[config.mk]
export PLATFORM = sky130hd
export DESIGN_NAME = lidar_bbox_accumulator_flat
export DESIGN_NICKNAME = d
export VERILOG_FILES = /design/src/rtl/lidar_pkg.sv /design/src/rtl/lidar_bbox_accumulator_if.sv /design/src/rtl/bbox_axis_tracker.sv /design/src/rtl/lidar_bbox_accumulator.sv /design/src/flat_wrapper.sv
export SDC_FILE = /design/constraint.sdc
export NUM_CORES = 1
export LEC_CHECK = 0
export CORE_MARGIN = 8
export CORE_UTILIZATION = 47
export CTS_CLUSTER_SIZE = 40
export DETAILED_ROUTE_END_ITERATION = 6
export PLACE_DENSITY = 0.79
export SYNTH_ARGS = -nofsm -noshare
export SYNTH_HDL_FRONTEND = slang
export SYNTH_HIERARCHICAL = 1
export SYNTH_SLANG_ARGS = --single-unit
[constraint.sdc]
create_clock -name clk -period 2.3 [get_ports clk]
set_input_delay 0.69 -clock clk [delete_from_list [all_inputs] [get_ports clk]]
set_output_delay 0.69 -clock clk [all_outputs]
set_load 0.005 [all_outputs]
[src/rtl/lidar_pkg.sv]
// ============================================================================
// Module : lidar_pkg
// Brief  : Shared types and Q16.16 constants for the LiDAR bounding-box path.
// Rev    : 1.0  initial release
// ============================================================================
`default_nettype none

package lidar_pkg;

  localparam int COORD_W_DEF = 32;
  localparam int CNT_W_DEF   = 16;
  localparam int MIN_PTS_DEF = 1;

  typedef logic signed [COORD_W_DEF-1:0] coord_t;

  typedef struct packed {
    coord_t min_x;
    coord_t min_y;
    coord_t min_z;
    coord_t max_x;
    coord_t max_y;
    coord_t max_z;
  } bbox_t;

  typedef enum logic [1:0] {
    IDLE  = 2'd0,
    ACCUM = 2'd1,
    HOLD  = 2'd2
  } acc_state_t;

  localparam coord_t Q_ONE  = 32'sh0001_0000;
  localparam coord_t Q_HALF = 32'sh0000_8000;

  // Integer to Q16.16
  function automatic coord_t q16(input int i);
    return coord_t'(i) <<< 16;
  endfunction

endpackage

`default_nettype wire

[src/rtl/lidar_bbox_accumulator_if.sv]
// ============================================================================
// Module : lidar_bbox_accumulator_if
// Brief  : Point-in / box-out handshake bundle for the bounding-box accumulator.
// Rev    : 1.0  initial release
// ============================================================================
`default_nettype none

interface lidar_bbox_accumulator_if #(
  parameter int COORD_W = 32,
  parameter int CNT_W   = 16
);

  logic                      pt_valid;
  logic                      pt_ready;
  logic signed [COORD_W-1:0] pt_x;
  logic signed [COORD_W-1:0] pt_y;
  logic signed [COORD_W-1:0] pt_z;
  logic                      pt_last;
  logic                      flush;
  logic                      box_valid;
  logic                      box_ready;
  logic signed [COORD_W-1:0] min_x;
  logic signed [COORD_W-1:0] min_y;
  logic signed [COORD_W-1:0] min_z;
  logic signed [COORD_W-1:0] max_x;
  logic signed [COORD_W-1:0] max_y;
  logic signed [COORD_W-1:0] max_z;
  logic [CNT_W-1:0]          pt_count;
  logic                      box_error;

  modport master (
    output pt_valid, pt_x, pt_y, pt_z, pt_last, flush, box_ready,
    input  pt_ready, box_valid, min_x, min_y, min_z, max_x, max_y, max_z,
           pt_count, box_error
  );

  modport slave (
    input  pt_valid, pt_x, pt_y, pt_z, pt_last, flush, box_ready,
    output pt_ready, box_valid, min_x, min_y, min_z, max_x, max_y, max_z,
           pt_count, box_error
  );

endinterface

`default_nettype wire

[src/rtl/bbox_axis_tracker.sv]
// ============================================================================
// Module : bbox_axis_tracker
// Brief  : One axis signed min/max register pair with load and update enables.
// Rev    : 1.0  initial release
// ============================================================================
`default_nettype none

module bbox_axis_tracker #(
  parameter int COORD_W = 32
) (
  input  logic                      clk,
  input  logic                      rst,
  input  logic                      load_i,
  input  logic                      upd_i,
  input  logic signed [COORD_W-1:0] pt_i,
  output logic signed [COORD_W-1:0] min_o,
  output logic signed [COORD_W-1:0] max_o
);

  logic signed [COORD_W-1:0] min_q, min_d;
  logic signed [COORD_W-1:0] max_q, max_d;

  // Strict compares so ties leave the register untouched
  always_comb begin
    min_d = min_q;
    max_d = max_q;
    if (load_i) begin
      min_d = pt_i;
      max_d = pt_i;
    end else if (upd_i) begin
      if (pt_i < min_q) min_d = pt_i;
      if (pt_i > max_q) max_d = pt_i;
    end
  end

  always_ff @(posedge clk or posedge rst) begin
    if (rst) begin
      min_q <= '0;
      max_q <= '0;
    end else begin
      min_q <= min_d;
      max_q <= max_d;
    end
  end

  assign min_o = min_q;
  assign max_o = max_q;

endmodule

`default_nettype wire

[src/rtl/lidar_bbox_accumulator.sv]
// ============================================================================
// Module : lidar_bbox_accumulator
// Brief  : Streams one cluster of points, emits its per-axis bounding box.
// Rev    : 1.0  initial release
// ============================================================================
`default_nettype none

module lidar_bbox_accumulator
  import lidar_pkg::*;
#(
  parameter int COORD_W = COORD_W_DEF,
  parameter int CNT_W   = CNT_W_DEF,
  parameter int MIN_PTS = MIN_PTS_DEF
) (
  input  logic                    clk,
  input  logic                    rst,
  lidar_bbox_accumulator_if.slave bus
);

  localparam logic [CNT_W:0] C_MIN_PTS = (CNT_W+1)'(MIN_PTS);

  acc_state_t                state_q, state_d;
  logic [CNT_W-1:0]          cnt_q, cnt_d;
  logic                      sat_q, sat_d;
  logic [CNT_W:0]            cnt_inc;
  logic                      accept;
  logic                      xfer;
  logic                      load;
  logic                      upd;
  logic signed [COORD_W-1:0] pt_a  [3];
  logic signed [COORD_W-1:0] min_a [3];
  logic signed [COORD_W-1:0] max_a [3];

  // Accept term mirrors pt_ready without reading pt_valid back into it
  assign accept = bus.pt_valid && (state_q != HOLD) && !bus.flush;
  assign xfer   = (state_q == HOLD) && bus.box_ready;
  assign load   = accept && (state_q == IDLE);
  assign upd    = accept && (state_q == ACCUM);

  always_ff @(posedge clk or posedge rst) begin
    if (rst) state_q <= IDLE;
    else     state_q <= state_d;
  end

  always_comb begin
    state_d = state_q;
    if (bus.flush) begin
      state_d = IDLE;
    end else begin
      case (state_q)
        IDLE:    if (accept) state_d = bus.pt_last ? HOLD : ACCUM;
        ACCUM:   if (accept && bus.pt_last) state_d = HOLD;
        HOLD:    if (xfer) state_d = IDLE;
        default: state_d = IDLE;
      endcase
    end
  end

  always_comb begin
    bus.pt_ready  = (state_q != HOLD) && !bus.flush;
    bus.box_valid = (state_q == HOLD);
    bus.box_error = (state_q == HOLD) && (sat_q || ({1'b0, cnt_q} < C_MIN_PTS));
  end

  // Extra carry bit flags the wrap that saturation must absorb
  always_comb begin
    cnt_inc = {1'b0, cnt_q} + (CNT_W+1)'(1);
    cnt_d   = cnt_q;
    sat_d   = sat_q;
    if (bus.flush) begin
      cnt_d = '0;
      sat_d = 1'b0;
    end else if (load) begin
      cnt_d = CNT_W'(1);
      sat_d = 1'b0;
    end else if (upd) begin
      if (cnt_inc[CNT_W]) sat_d = 1'b1;
      else                cnt_d = cnt_inc[CNT_W-1:0];
    end else if (xfer) begin
      sat_d = 1'b0;
    end
  end

  always_ff @(posedge clk or posedge rst) begin
    if (rst) begin
      cnt_q <= '0;
      sat_q <= 1'b0;
    end else begin
      cnt_q <= cnt_d;
      sat_q <= sat_d;
    end
  end

  assign pt_a[0] = bus.pt_x;
  assign pt_a[1] = bus.pt_y;
  assign pt_a[2] = bus.pt_z;

  for (genvar g = 0; g < 3; g++) begin : g_axis
    bbox_axis_tracker #(
      .COORD_W (COORD_W)
    ) u_trk (
      .clk    (clk),
      .rst    (rst),
      .load_i (load),
      .upd_i  (upd),
      .pt_i   (pt_a[g]),
      .min_o  (min_a[g]),
      .max_o  (max_a[g])
    );
  end

  assign bus.min_x    = min_a[0];
  assign bus.min_y    = min_a[1];
  assign bus.min_z    = min_a[2];
  assign bus.max_x    = max_a[0];
  assign bus.max_y    = max_a[1];
  assign bus.max_z    = max_a[2];
  assign bus.pt_count = cnt_q;

endmodule

`default_nettype wire
[src/flat_wrapper.sv]
// flat-port wrapper written by rule: the top's interface ports become plain ports
module lidar_bbox_accumulator_flat import lidar_pkg::*;
#(
  parameter int COORD_W = COORD_W_DEF,
  parameter int CNT_W   = CNT_W_DEF,
  parameter int MIN_PTS = MIN_PTS_DEF
)
  (clk, rst, bus_pt_valid, bus_pt_x, bus_pt_y, bus_pt_z, bus_pt_last, bus_flush, bus_box_ready, bus_pt_ready, bus_box_valid, bus_min_x, bus_min_y, bus_min_z, bus_max_x, bus_max_y, bus_max_z, bus_pt_count, bus_box_error);
  lidar_bbox_accumulator_if #(.COORD_W(COORD_W), .CNT_W(CNT_W)) bus_i ();
  input  logic clk;
  input  logic rst;
  input wire logic [$bits(bus_i.pt_valid)-1:0] bus_pt_valid;
  input wire logic [$bits(bus_i.pt_x)-1:0] bus_pt_x;
  input wire logic [$bits(bus_i.pt_y)-1:0] bus_pt_y;
  input wire logic [$bits(bus_i.pt_z)-1:0] bus_pt_z;
  input wire logic [$bits(bus_i.pt_last)-1:0] bus_pt_last;
  input wire logic [$bits(bus_i.flush)-1:0] bus_flush;
  input wire logic [$bits(bus_i.box_ready)-1:0] bus_box_ready;
  output wire logic [$bits(bus_i.pt_ready)-1:0] bus_pt_ready;
  output wire logic [$bits(bus_i.box_valid)-1:0] bus_box_valid;
  output wire logic [$bits(bus_i.min_x)-1:0] bus_min_x;
  output wire logic [$bits(bus_i.min_y)-1:0] bus_min_y;
  output wire logic [$bits(bus_i.min_z)-1:0] bus_min_z;
  output wire logic [$bits(bus_i.max_x)-1:0] bus_max_x;
  output wire logic [$bits(bus_i.max_y)-1:0] bus_max_y;
  output wire logic [$bits(bus_i.max_z)-1:0] bus_max_z;
  output wire logic [$bits(bus_i.pt_count)-1:0] bus_pt_count;
  output wire logic [$bits(bus_i.box_error)-1:0] bus_box_error;
  assign bus_i.pt_valid = bus_pt_valid;
  assign bus_i.pt_x = bus_pt_x;
  assign bus_i.pt_y = bus_pt_y;
  assign bus_i.pt_z = bus_pt_z;
  assign bus_i.pt_last = bus_pt_last;
  assign bus_i.flush = bus_flush;
  assign bus_i.box_ready = bus_box_ready;
  assign bus_pt_ready = bus_i.pt_ready;
  assign bus_box_valid = bus_i.box_valid;
  assign bus_min_x = bus_i.min_x;
  assign bus_min_y = bus_i.min_y;
  assign bus_min_z = bus_i.min_z;
  assign bus_max_x = bus_i.max_x;
  assign bus_max_y = bus_i.max_y;
  assign bus_max_z = bus_i.max_z;
  assign bus_pt_count = bus_i.pt_count;
  assign bus_box_error = bus_i.box_error;
  lidar_bbox_accumulator #(.COORD_W(COORD_W), .CNT_W(CNT_W), .MIN_PTS(MIN_PTS)) u_core (.clk(clk), .rst(rst), .bus(bus_i));
endmodule
======== Yosys cells after proc, flatten, opt, wreduce, memory -nomap -nowiden ========
Index checks and enable logic that the tools add are counted.
W data, S select, Z words.
storage, ports and cells
  logic and storage cells ................. 87
  flip-flop bits (word level) ............. 211
  bits of input ports ..................... 102
  output and inout bits ................... 211
operators by class
  $lt $le $gt $ge ......................... 7
  add/subtract/negate cells ............... 1
  equality and inequality tests ........... 8
  mux-type cells .......................... 33
  reduce and logical (&&, ||, !) cells .... 29
operators with widths
  kind                     count
  $mux W32                 18
  $gt A32 B32 Y1           3
  $lt A32 B32 Y1           3
  $mux W16                 4
  $add A16 B1 Y17 const B  1
  $lt A16 B1 Y1 const B    1
  $reduce_and A2 Y1        8
  $reduce_bool A2 Y1       7
  $mux W2                  5
  $logic_and A1 B1 Y1      8
  $ne A3 B2 Y1 const B     2
  $ne A3 B3 Y1 const B     2
  $pmux W2 S3              1
  $mux W1                  5
  $ne A4 B3 Y1 const B     1
  $reduce_bool A4 Y1       1
  $reduce_and A3 Y1        1
  $reduce_bool A3 Y1       1
  $eq A2 B1 Y1 const B     1
  $eq A2 B2 Y1 const B     1
  $logic_not A2 Y1         1
  $ne A2 B2 Y1 const B     1
  $logic_not A1 Y1         1
  $logic_or A1 B1 Y1       1

======== Logic depth before layout (Yosys ltp) ========
  depth in word-level cells ............... 7
  depth in mapped cells ................... 10
  depth with buffers taken out ............ 9

======== Modules after synthesis ========
The synthesis kept the hierarchy.
modules (own cells, without submodules)
  module                  cells an instance  seq. area each (um2)  times used  area each (um2)
  bbox_axis_tracker       361                1,601.5               3           4,166.5
  lidar_bbox_accumulator  126                475.5                 1           1,171.1

======== Worst setup path after synthesis ========
OpenSTA, ideal clock, no wires.
  kind .................................... input -> register
  from .................................... input bus_pt_x[21]
  to ...................................... register u_core.g_axis[0].u_trk.min_q[0]
  library setup time ...................... 125 ps
  required time ........................... 2,175 ps
  path buffers ............................ 1
  path slack .............................. -535 ps
  stages .................................. 8
  arrival time ............................ 2,710 ps
  cell sequence ........................... ha_1 a21o_1 nand3_1 a211oi_1 or4_4 o31ai_4 buf_6 mux2_4
on the way
  longest elaborated chain between the ends .. 3
RTL lines
  item                          line                     text
  start: declaration            flat_wrapper.sv:13       input wire logic [$bits(bus_i.pt_x)-1:0] bus_pt_x;
  $lt A32 B32 Y1                bbox_axis_tracker.sv:31  if (pt_i < min_q) min_d = pt_i;
  $reduce_bool A2 Y1 (no line)  n/a
  $reduce_and A2 Y1 (no line)   n/a
  end signal: assignment        bbox_axis_tracker.sv:41  min_q <= min_d;
  end: declaration              bbox_axis_tracker.sv:20  logic signed [COORD_W-1:0] min_q, min_d;
No other way between the ends.
A chain may end at the register's enable or synchronous reset.

======== Worst setup path in the final report ========
  from .................................... input bus_pt_x[20]
  to ...................................... register u_core.g_axis[0].u_trk.max_q[23]
on the way
  longest elaborated chain between the ends .. 3
RTL lines
  item                          line                     text
  $gt A32 B32 Y1                bbox_axis_tracker.sv:32  if (pt_i > max_q) max_d = pt_i;
  $reduce_bool A2 Y1 (no line)  n/a
  $reduce_and A2 Y1 (no line)   n/a
  end signal: assignment        bbox_axis_tracker.sv:42  max_q <= max_d;
  end: declaration              bbox_axis_tracker.sv:21  logic signed [COORD_W-1:0] max_q, max_d;
No other way between the ends.

==> summary.txt <==
Clocking
  • CTS tree: yes
  • Clock Sinks: 211
  • Reg clk slew, reported paths: ~0.060 ns
  • Clock buffer depth: 3
  • Clk Latency, worst-skew pair: 0.53 ns
  • Number of H-tree levels: 1
  • Num CTS Buffers: 25
  • CTS Hold Bufs: 0
  • CTS root buf: clkbuf_16

Synth
  • Sequential-to-total area share from yosys stat: 38.6%
  • Async SR Flop Fraction: 100%
  • Cells after Synth: about 1,200
  • Average size of a mapped cell: 11.3 um^2
  • Synth Flop Type: dfrtp_1
  • Post-synth EDFFs: 0
  • Post-Syn Nets: approximately 1,500
  • Yosys warnings: 6
  • Netlist cell types: 54
  • Post-Syn Area: 0.0137 mm^2
  • #FFs+latches synth: 211

Final layout
  • Most common cell after layout, fill and taps aside: buf_4
  • Final std cells w/o fill: 2,374
  • Commonest cells after routing, fill and taps aside: 362 x buf_4, 210 x dfrtp_1, 206 x clkdlybuf4s50_1
  • Final Util: 83.2%
  • Layout area overhead: 74.6%
  • FILL cells: 1,319
  • Fin nets: 2,264
  • Area of the multi-input gates: 0.00937 mm^2
  • Share of cells above drive strength 1: between 40% and 50%
  • Register area: around 0.0053 mm^2

Worst setup path
  • Arr. time, crit path: 3.38 ns
  • CP max stage delay: 0.35 ns
  • WP data required: between 2 and 3 ns
  • Crit path cell chain: clkdlybuf4s15_1 > ha_1 > nand4_1 > nor4_2 > buf_4 > and3_4 > o31ai_4 > a31o_1 > a41oi_4 > buf_4 > buf_6 > mux2_1
  • Worst path bufs/invs: 4
  • Critical path peak fanout: 5
  • Crit end category: register
  • Most frequent CP cell: buf_4
  • Crit-path slowest cell: ha_1
  • CP top delay family: buffers and inverters
  • Category of the most critical setup path: in2reg
  • CP startpoint kind: primary input

STA
  • Fmax achieved: 336 MHz
  • Period utilization: 129%
  • Final min period: 2.98 ns
  • Slew HR: slightly below 70%
  • RSZ-0062 raised after global routing: yes
  • Setup TNS: -102.07 ns
  • Worst-margin pin slew: about 0.48 ns
  • Final setup violation count: 212
  • Final Hold Vio Count: 0
  • Final hold slack: 0.473 ns
  • Final clock skew: 0.0148 ns
  • Setup WS post-layout: -0.677 ns
  • Pins over their slew limit: 0

Run
  • Max Cap Viol: 0

Placement
  • Placed Instances: 2,249
  • Port Buffer Count: 312
  • Gpl congestion: 0.894
  • HPWL Detailed: 34,800 um

Floorplanning
  • Vert. Die Dim: ~190 um
  • Core Area: approximately 0.029 mm^2
  • Rows: 62
  • Num ports: 313
  • Die ar.: 0.0348 mm^2
  • Starting Density: 47.6%
  • Chip width: approximately 190 um

Power
  • Peak supply drop: 0.765 mV
  • Leakage: roughly 12 nW
  • Power Density: 868 mW/mm^2

Routing
  • Drt via density: ~5.9
  • Initial DRC Count: 1,136
  • Drt wl/cell: 26.5 um
  • DRC Markers: 0
  • Antenna Nets Post-Route: 0
  • DR pass1 iterations: 5
  • Final WL: 62,900 um
  • DR vias: 14,100

Global routing
  • GRT Total Usage: between 30% and 40%
  • Total grt overflow: 0
  • Vias in the first global route: ~15,000
  • Initial antenna violation count: 2
  • Largest net degree at the start of global routing: 46
  • First-pass GRT wire length: 90,600 um

Outcome
  • Status: finished, violations left
  • Failing checks: setup timing

Min path
  • Worst hold-check path type: in2reg
[metal layers]
metal	vias to the layer above	wire, um	track usage, %
met1	6897	22500	35.3
met3	339	5340	8.63
met2	953	30500	57.2
met4	2	4580	17.6
li1	5864	-	-
met5	-	13	0
[path summary, 6_finish.rpt]
| path | start | to | slack [ns] | depth (start not counted) |
|---|---|---|---|---|
| max in group asynchronous | rst | u_core/g_axis[1].u_trk/min_o[11]$_DFFE_PP0P_ | 1.08 | 3 |
| hold reg to reg | u_core/g_axis[0].u_trk/max_o[4]$_DFFE_PP0P_ | u_core/g_axis[0].u_trk/max_o[4]$_DFFE_PP0P_ | 0.54 | 1 |
| setup / recovery | bus_pt_x[20] | u_core/g_axis[0].u_trk/max_o[23]$_DFFE_PP0P_ | -0.68 | 12 |
| setup reg to reg | u_core/g_axis[0].u_trk/max_o[26]$_DFFE_PP0P_ | u_core/g_axis[0].u_trk/max_o[23]$_DFFE_PP0P_ | -0.65 | 12 |
| hold / removal | bus_pt_y[16] | u_core/g_axis[1].u_trk/max_o[16]$_DFFE_PP0P_ | 0.47 | 2 |
| min in group asynchronous | rst | u_core/g_axis[1].u_trk/max_o[27]$_DFFE_PP0P_ | 0.65 | 2 |
[cell usage after synthesis (all sizes together) (8+ instances only)]
cell	number	area, um^2
a211oi	8	60.1
a21o	12	90.1
a21oi	79	395
buf	19	214
dfrtp	211	5280
ha	191	2390
inv	203	762
mux2	192	2500
nand2	48	180
nand3	26	130
nand4	38	244
nor2	22	82.6
nor4	12	75.1
o21a	11	82.6
o31ai	12	131
or4	13	109
[sequential cells by signal (all words and copies together), names as in the netlist]
name	count
u_core/sat_q	1
u_core/g_axis.u_trk/max_o	96
u_core/g_axis.u_trk/min_o	96
u_core/bus.pt_count	16
u_core/state_q	2
[power breakdown]
group          internal [mW]  leakage (nW)  switching (mW)
logic                   6.34          8.56            4.82
clock network           2.65         0.431            1.67
registers               4.59          2.52           0.646
total                   13.6          11.5            7.14
[cell type report]
type	instances	share of cell area, %
multi-input combinational	771	39.3
timing repair buffer	759	29.7
sequential	211	22.1
inverter	203	3.21
clock buffer	34	2.89
tap	384	2.01
clock inverter	11	0.771
antenna	1	0.0105
[metrics by stage]
step | power (mW) | worst slack (ns) | instance area [um^2]
after floorplan | 8.92 | -0.446 | 14500
after global placement | 13.5 | -1.29 | 20800
after detailed placement | 13.9 | -1.34 | 20800
after global routing | 21.5 | -0.657 | 23900
final | 20.7 | -0.677 | 23900
after CTS | 19.4 | -0.508 | 23600
[what timing repair did]
| item | 4_1_cts | 5_1_grt |
|---|---|---|
| gates resized for setup | 467 | 89 |
| endpoints found under the hold margin | 0 | 0 |
| pin swaps | 82 | 38 |
| setup endpoints to repair | 202 | 217 |
| cloned | 18 | 1 |
| buffers inserted | 44 | 28 |
[kinds of logic (layout without fill, tap and decap cells)]
logic type,Yosys count,in the layout,synth area share (%)
other,0,1,0
AO/OA/AOI/OAI,182,182,9.73
buffers and inverters,227,1007,7.29
flip-flops,211,211,38.6
AND/OR/NAND/NOR,204,204,8.44
multiplexers,194,194,18.4
adder cells (fa/ha/maj),191,191,17.5
(Power assumes the default switching activity.)
